===== config.mk =====
export PLATFORM = sky130hd
export DESIGN_NAME = mano_control_sequencer
export DESIGN_NICKNAME = d
export VERILOG_FILES = /design/src/rtl/mano_pkg.sv /design/src/rtl/mano_ir_decode.sv /design/src/rtl/mano_control_sequencer.sv
export SDC_FILE = /design/constraint.sdc
export NUM_CORES = 1
export LEC_CHECK = 0
export BUFFER_PORTS_ARGS = -buffer_cell sky130_fd_sc_hd__buf_2
export CAP_MARGIN = 20
export CORE_ASPECT_RATIO = 0.8
export CORE_MARGIN = 1
export CORE_UTILIZATION = 30
export DETAILED_ROUTE_END_ITERATION = 8
export SYNTH_ARGS = -nofsm -noshare
export SYNTH_HDL_FRONTEND = slang
export SYNTH_SLANG_ARGS = --single-unit
export TNS_END_PERCENT = 10

===== constraint.sdc =====
create_clock -name clk -period 2.2 [get_ports clk]
set_clock_uncertainty 0.1 [all_clocks]
set_input_delay 0.11 -clock clk [delete_from_list [all_inputs] [get_ports clk]]
set_output_delay 0.11 -clock clk [all_outputs]
set_load 0.01 [all_outputs]

===== src/rtl/mano_pkg.sv =====
// Purpose: shared widths, opcode/register-op codes, sequencer states and decode bundle for the Mano CPU.
// Latency: n/a (types and constants only).
// Backpressure: n/a.
package mano_pkg;

   localparam int WORD_W = 8;
   localparam int ADDR_W = 4;

   typedef logic [WORD_W-1:0] word_t;
   typedef logic [ADDR_W-1:0] addr_t;

   // Memory-reference opcodes (IR[6:4]); 101 and 110 are NOPs.
   localparam logic [2:0] OP_AND = 3'b000;
   localparam logic [2:0] OP_ADD = 3'b001;
   localparam logic [2:0] OP_LDA = 3'b010;
   localparam logic [2:0] OP_STA = 3'b011;
   localparam logic [2:0] OP_BUN = 3'b100;
   localparam logic [2:0] OP_REG = 3'b111;

   // Register-reference codes (IR[3:0] when opcode is OP_REG).
   localparam logic [3:0] RR_CLA = 4'h0;
   localparam logic [3:0] RR_CLE = 4'h1;
   localparam logic [3:0] RR_CMA = 4'h2;
   localparam logic [3:0] RR_CME = 4'h3;
   localparam logic [3:0] RR_INC = 4'h4;
   localparam logic [3:0] RR_SZA = 4'h5;
   localparam logic [3:0] RR_SZE = 4'h6;
   localparam logic [3:0] RR_HLT = 4'h7;

   typedef enum logic [2:0] {
      ST_START,
      ST_FETCH,
      ST_DECODE,
      ST_INDIRECT,
      ST_OPERAND,
      ST_EXEC,
      ST_STORE,
      ST_HALT
   } state_t;

   // One-hot operation select; all zero for NOP encodings.
   typedef struct packed {
      logic mr_and;
      logic mr_add;
      logic mr_lda;
      logic mr_sta;
      logic mr_bun;
      logic rr_cla;
      logic rr_cle;
      logic rr_cma;
      logic rr_cme;
      logic rr_inc;
      logic rr_sza;
      logic rr_sze;
      logic rr_hlt;
   } op_sel_t;

endpackage


===== src/rtl/mano_ir_decode.sv =====
// Purpose: classify an instruction word into memory-/register-reference, indirect flag and one-hot op select.
// Latency: purely combinational.
// Backpressure: none.
// Ports: ir (instruction word) -> mem_ref, reg_ref, indirect, sel.
module mano_ir_decode
   import mano_pkg::*;
(
   input  logic [WORD_W-1:0] ir,
   output logic              mem_ref,
   output logic              reg_ref,
   output logic              indirect,
   output op_sel_t           sel
);

   logic [2:0] opc;
   logic [3:0] low;

   assign opc = ir[6:4];
   assign low = ir[3:0];

   always_comb begin
      sel     = '0;
      mem_ref = 1'b0;
      reg_ref = 1'b0;
      case (opc)
         OP_AND: begin mem_ref = 1'b1; sel.mr_and = 1'b1; end
         OP_ADD: begin mem_ref = 1'b1; sel.mr_add = 1'b1; end
         OP_LDA: begin mem_ref = 1'b1; sel.mr_lda = 1'b1; end
         OP_STA: begin mem_ref = 1'b1; sel.mr_sta = 1'b1; end
         OP_BUN: begin mem_ref = 1'b1; sel.mr_bun = 1'b1; end
         OP_REG: begin
            reg_ref = 1'b1;
            case (low)
               RR_CLA:  sel.rr_cla = 1'b1;
               RR_CLE:  sel.rr_cle = 1'b1;
               RR_CMA:  sel.rr_cma = 1'b1;
               RR_CME:  sel.rr_cme = 1'b1;
               RR_INC:  sel.rr_inc = 1'b1;
               RR_SZA:  sel.rr_sza = 1'b1;
               RR_SZE:  sel.rr_sze = 1'b1;
               RR_HLT:  sel.rr_hlt = 1'b1;
               default: ;
            endcase
         end
         default: ;   // 101/110: NOP, neither class, so it never enters the operand path
      endcase
   end

   // The I bit only matters for real memory-reference instructions.
   assign indirect = ir[7] & mem_ref;

endmodule


===== src/rtl/mano_control_sequencer.sv =====
// Purpose: Mano basic-computer sequencer owning PC/AR/IR/DR/AC/E and driving one-hot ALU strobes.
// Latency: reg-ref/BUN 2, STA 3, AND/ADD/LDA 4 cycles from fetch with zero-wait memory; +1 if indirect.
// Backpressure: memory requests held stable until mem_ack; each wait cycle freezes all registers.
// Ports: clk, rst_n, run | mem_addr/mem_rd/mem_wr/mem_wdata/mem_rdata/mem_ack |
//        alu_and/alu_add/alu_lda/alu_cma, e, ac, dr, acdata, carry | pc, halted.
module mano_control_sequencer
   import mano_pkg::*;
(
   input  logic              clk,
   input  logic              rst_n,
   input  logic              run,
   output logic [ADDR_W-1:0] mem_addr,
   output logic              mem_rd,
   output logic              mem_wr,
   output logic [WORD_W-1:0] mem_wdata,
   input  logic [WORD_W-1:0] mem_rdata,
   input  logic              mem_ack,
   output logic              alu_and,
   output logic              alu_add,
   output logic              alu_lda,
   output logic              alu_cma,
   output logic              e,
   output logic [WORD_W-1:0] ac,
   output logic [WORD_W-1:0] dr,
   input  logic [WORD_W-1:0] acdata,
   input  logic              carry,
   output logic [ADDR_W-1:0] pc,
   output logic              halted
);

   state_t state_q, state_d;
   addr_t  pc_q, pc_d, ar_q, ar_d;
   word_t  ir_q, ir_d, dr_q, dr_d, ac_q, ac_d;
   logic   e_q, e_d;

   logic    mem_ref, reg_ref, indirect;
   op_sel_t sel;

   mano_ir_decode u_dec (
      .ir       (ir_q),
      .mem_ref  (mem_ref),
      .reg_ref  (reg_ref),
      .indirect (indirect),
      .sel      (sel)
   );

   always_ff @(posedge clk or negedge rst_n) begin
      if (!rst_n) begin
         state_q <= ST_START;
         pc_q    <= '0;
         ar_q    <= '0;
         ir_q    <= '0;
         dr_q    <= '0;
         ac_q    <= '0;
         e_q     <= 1'b0;
      end else begin
         state_q <= state_d;
         pc_q    <= pc_d;
         ar_q    <= ar_d;
         ir_q    <= ir_d;
         dr_q    <= dr_d;
         ac_q    <= ac_d;
         e_q     <= e_d;
      end
   end

   always_comb begin
      state_d   = state_q;
      pc_d      = pc_q;
      ar_d      = ar_q;
      ir_d      = ir_q;
      dr_d      = dr_q;
      ac_d      = ac_q;
      e_d       = e_q;
      mem_rd    = 1'b0;
      mem_wr    = 1'b0;
      mem_addr  = '0;
      mem_wdata = '0;
      alu_and   = 1'b0;
      alu_add   = 1'b0;
      alu_lda   = 1'b0;
      alu_cma   = 1'b0;
      halted    = 1'b0;

      case (state_q)
         ST_START: state_d = ST_FETCH;

         ST_FETCH: begin
            mem_rd   = 1'b1;
            mem_addr = pc_q;
            if (mem_ack) begin
               ir_d    = mem_rdata;
               pc_d    = pc_q + addr_t'(1);
               state_d = ST_DECODE;
            end
         end

         ST_DECODE: begin
            ar_d    = ir_q[3:0];
            state_d = ST_FETCH;
            if (reg_ref) begin
               if (sel.rr_cla) ac_d = '0;
               if (sel.rr_cle) e_d = 1'b0;
               if (sel.rr_cma) begin
                  alu_cma = 1'b1;
                  ac_d    = acdata;
               end
               if (sel.rr_cme) e_d = ~e_q;
               if (sel.rr_inc) ac_d = ac_q + word_t'(1);
               // Skips advance the already-incremented PC, wrapping mod 16.
               if ((sel.rr_sza && (ac_q == '0)) || (sel.rr_sze && !e_q))
                  pc_d = pc_q + addr_t'(1);
               if (sel.rr_hlt) state_d = ST_HALT;
            end else if (mem_ref) begin
               if (indirect)        state_d = ST_INDIRECT;
               else if (sel.mr_sta) state_d = ST_STORE;
               else if (sel.mr_bun) pc_d = ir_q[3:0];
               else                 state_d = ST_OPERAND;
            end
         end

         ST_INDIRECT: begin
            mem_rd   = 1'b1;
            mem_addr = ar_q;
            if (mem_ack) begin
               ar_d = mem_rdata[3:0];
               if (sel.mr_bun) begin
                  pc_d    = mem_rdata[3:0];
                  state_d = ST_FETCH;
               end else if (sel.mr_sta) begin
                  state_d = ST_STORE;
               end else begin
                  state_d = ST_OPERAND;
               end
            end
         end

         ST_OPERAND: begin
            mem_rd   = 1'b1;
            mem_addr = ar_q;
            if (mem_ack) begin
               dr_d    = mem_rdata;
               state_d = ST_EXEC;
            end
         end

         ST_EXEC: begin
            // Only AND/ADD/LDA reach here, so exactly one strobe fires.
            alu_and = sel.mr_and;
            alu_add = sel.mr_add;
            alu_lda = sel.mr_lda;
            ac_d    = acdata;
            if (sel.mr_add) e_d = carry;
            state_d = ST_FETCH;
         end

         ST_STORE: begin
            mem_wr    = 1'b1;
            mem_addr  = ar_q;
            mem_wdata = ac_q;
            if (mem_ack) state_d = ST_FETCH;
         end

         ST_HALT: begin
            halted = 1'b1;
            if (run) state_d = ST_FETCH;
         end

         default: state_d = ST_START;
      endcase
   end

   assign pc = pc_q;
   assign ac = ac_q;
   assign dr = dr_q;
   assign e  = e_q;

endmodule

==> results.yml <==
yosys:
  synth_area_um2: 2350
  synth_warnings: 0
  synthCells: 259
  synth_fp_nets: 283
  synth_top_area_share_pct: 38.4
  ys_types: 50
  synthArstFlopShare_pct: 100
  synth_edf_count: 0
  synth_common_cells: "dfrtp_1, a21oi_1, nand2_1"
  yosysSeqAreaShare_pct: 38.4
  avgSynthCellArea_um2: 9.06
  synth_most_common_cell: "dfrtp_1"
  yosys_most_used_dff: "dfrtp_1"
  synth_area_leaders: "dfrtp_1, mux2_2, a21oi_1"
  ys_ff_latch: 36
  synth_top_area_cell: "dfrtp_1"
drt:
  antenna_left: 0
  drt_iter0_drc: 224
  dr_total_vias: 2284
  wl_per_cell_um: 14.9
  drt-pass1-iter-count: 5
  via_per_inst: 5.26
  drc: 0
  drt_wl_total_mm: 6.48
grt:
  grt.total_usage_pct: 17.3
  grt_overflow: 0
  antenna_found_initial: 0
  grt_pass1_vias: 2146
  grt_pass1_wl_mm: 10.9
  grt_start_max_net_pins: 37
placement:
  port-buffer-count: 60
  place_area_um2: 2810
  placed_cells: 420
  dpl.hpwl_mm: 4.82
  routabilityCongestion: 0.849
  dp_slack_ns: 0.0827
clock_tree:
  cts.clk_slew.worst_paths_ns: 0.07
  postCtsSetupBuffers: 0
  cts_tree: "built"
  numClockSinks: 36
  cts-root-buf: "clkbuf_8"
  htree_levels: 2
  cts_buffer_depth: 2
  clock_latency_ns: 0.29
  numCtsBuffers: 5
critical_path:
  crit_chain: "nand3_1 -> or4_1 -> nor2_1 -> buf_2"
  crit_type: "reg2out"
  crit_buf_inv: 1
  slowest_stage: "dfrtp_1"
  critPathRequiredTime_ns: 1.99
  endpoint_kind: "primary output"
  crit_path_max_fanout: 11
  critPathMaxStageDelay_ns: 0.55
  crit_family: "simple AND/OR/NAND/NOR gates"
  startpoint_type: "flip-flop"
  worstPathArrival_ns: 1.88
layout:
  final_area_um2: 3000
  final_nets: 352
  utilization_pct: 40.0
  antenna_cells: 0
  syn2layout_area_growth_pct: 27.9
  final_cells: 434
  layout-drive-gt1-share_pct: 34.0
power_and_ir_drop:
  p_per_area_nw_per_um2: 1390
  power.internal_mw: 2.33
  switching_share_pct: 44.2
  p_sw_mw: 1.85
  comb_power_share_pct: 52.5
  p_clk_share_pct: 14.1
  seqPwrFrac_pct: 33.3
  total_power_mw: 4.18
  p_leak_nw: 1.34
  vdd_drop_max_mv: 0.554
floorplan:
  die_h_um: 81.1
  initial_core_util_pct: 31.3
  io_pins: 61
  rows: 28
  dieArea_um2: 8180
  core-area_um2: 7500
  dieWidth_um: 101
flow_run:
  drv_cap: 0
timing:
  min_period_ns: 2.09
  fin_setup_tns_ns: 0
  slew-limit-headroom_pct: 44.2
  slew_viol_final: 0
  max_freq_mhz: 479
  fin_ws_ns: 0.111
  rsz0062_at_grt: "no"
  tightestPinTransition_ns: 0.837
  setup-violations-final: 0
  hold_ws_ns: 0.0137
  hold_violations: 0
  finalCritPeriodShare_pct: 95.0
run_status:
  status: "completed"
min_path:
  hold_path.class: "in2reg"
## per-layer routing
layer / wire length [um] / share of wire [%] / GRT usage (%) / vias up
met1: 3270 / 50 / 25.3 / 1088
met3: 392 / 6.0 / 3.96 / 5
li1: - / - / - / 1114
met4: 52 / 0.80 / 3.91 / 0
met5: 0 / 0 / 0 / -
met2: 2770 / 43 / 25.6 / 77
## cells in the final DEF (no fill, tap or decap), types with 3 or more instances in the layout
master,netlist,routed
a21oi_1,24,24
a221oi_1,5,5
a31oi_1,9,9
and2_1,10,10
and3_1,6,5
buf_2,7,60
buf_4,0,17
clkbuf_8,0,5
dfrtp_1,36,36
dlygate4sd3_1,0,6
ha_1,3,3
inv_1,6,6
mux2_2,17,17
mux2i_1,4,4
nand2_1,19,19
nand2b_1,4,4
nand3_1,8,8
nor2_1,10,10
nor3_1,5,5
nor3b_1,7,6
nor4b_1,4,4
o21ai_0,16,16
o21ai_1,4,4
o22ai_1,12,12
## cell families (layout without fill, tap and decap cells)
kind of cell	count (synthesis)	count (layout)	share of synthesized area, %
buf+inv	27	97	5.01
flops	36	36	38.4
mux	22	22	10.5
compound gates	84	84	22.8
fa+ha+maj	3	3	1.60
simple gates	87	87	21.7
## state kept, by name, summed over array words and instances, names as in the netlist
signal,flops
state_q,3
ac,8
pc,4
dr,8
ir_q,8
e,1
ar_q,4
## path summary, 6_finish.rpt
| kind | start | to | slack (ns) | cells past startpoint |
|---|---|---|---|---|
| max | ir_q[5] | alu_cma | 0.11 | 4 |
| min | acdata[4] | ac[4] | 0.01 | 3 |
| max reg2reg | ac[1] | pc[1] | 0.16 | 6 |
| min reg2reg | dr[7] | dr[7] | 0.41 | 1 |
| max in group asynchronous | rst_n | ir_q[3] | 1.11 | 2 |
| min in group asynchronous | rst_n | ar_q[0] | 0.35 | 2 |
## repair_timing
item	in CTS	in global routing
setup endpoints to repair	0	9
hold buffers	6	0
gates resized for setup	0	4
hold endpoints to repair	45	0
## power by group through the flow
stage	Sequential (mW)	Combinational (mW)	Clock (mW)
3_5_place_dp	1.40	2.15	0
6_report	1.39	2.19	0.591
5_1_grt	1.45	2.43	0.649
2_1_floorplan	1.33	1.45	0
3_3_place_gp	1.39	2.12	0
4_1_cts	1.39	2.16	0.610
## worst register-to-register path, delay by kind of cell (launching register included)
kind | cells | cell delay (ns)
adders and majority gates | 1 | 0.15
and+or+nand+nor | 2 | 0.71
AOI/OAI and AO/OA | 1 | 0.19
DFF | 1 | 0.41
muxes | 1 | 0.29
buffers and inverters | 1 | 0.08
## cell type report
cell class / count / area [um^2]
Clock buffer: 5 / 68.8
Clock inverter: 3 / 42.5
Fill cell: 783 / 4500
Inverter: 6 / 22.5
Multi-Input combinational cell: 196 / 1350
Sequential cell: 36 / 901
Tap cell: 105 / 131
Timing Repair Buffer: 83 / 488
Power figures use the tool's default switching activity.
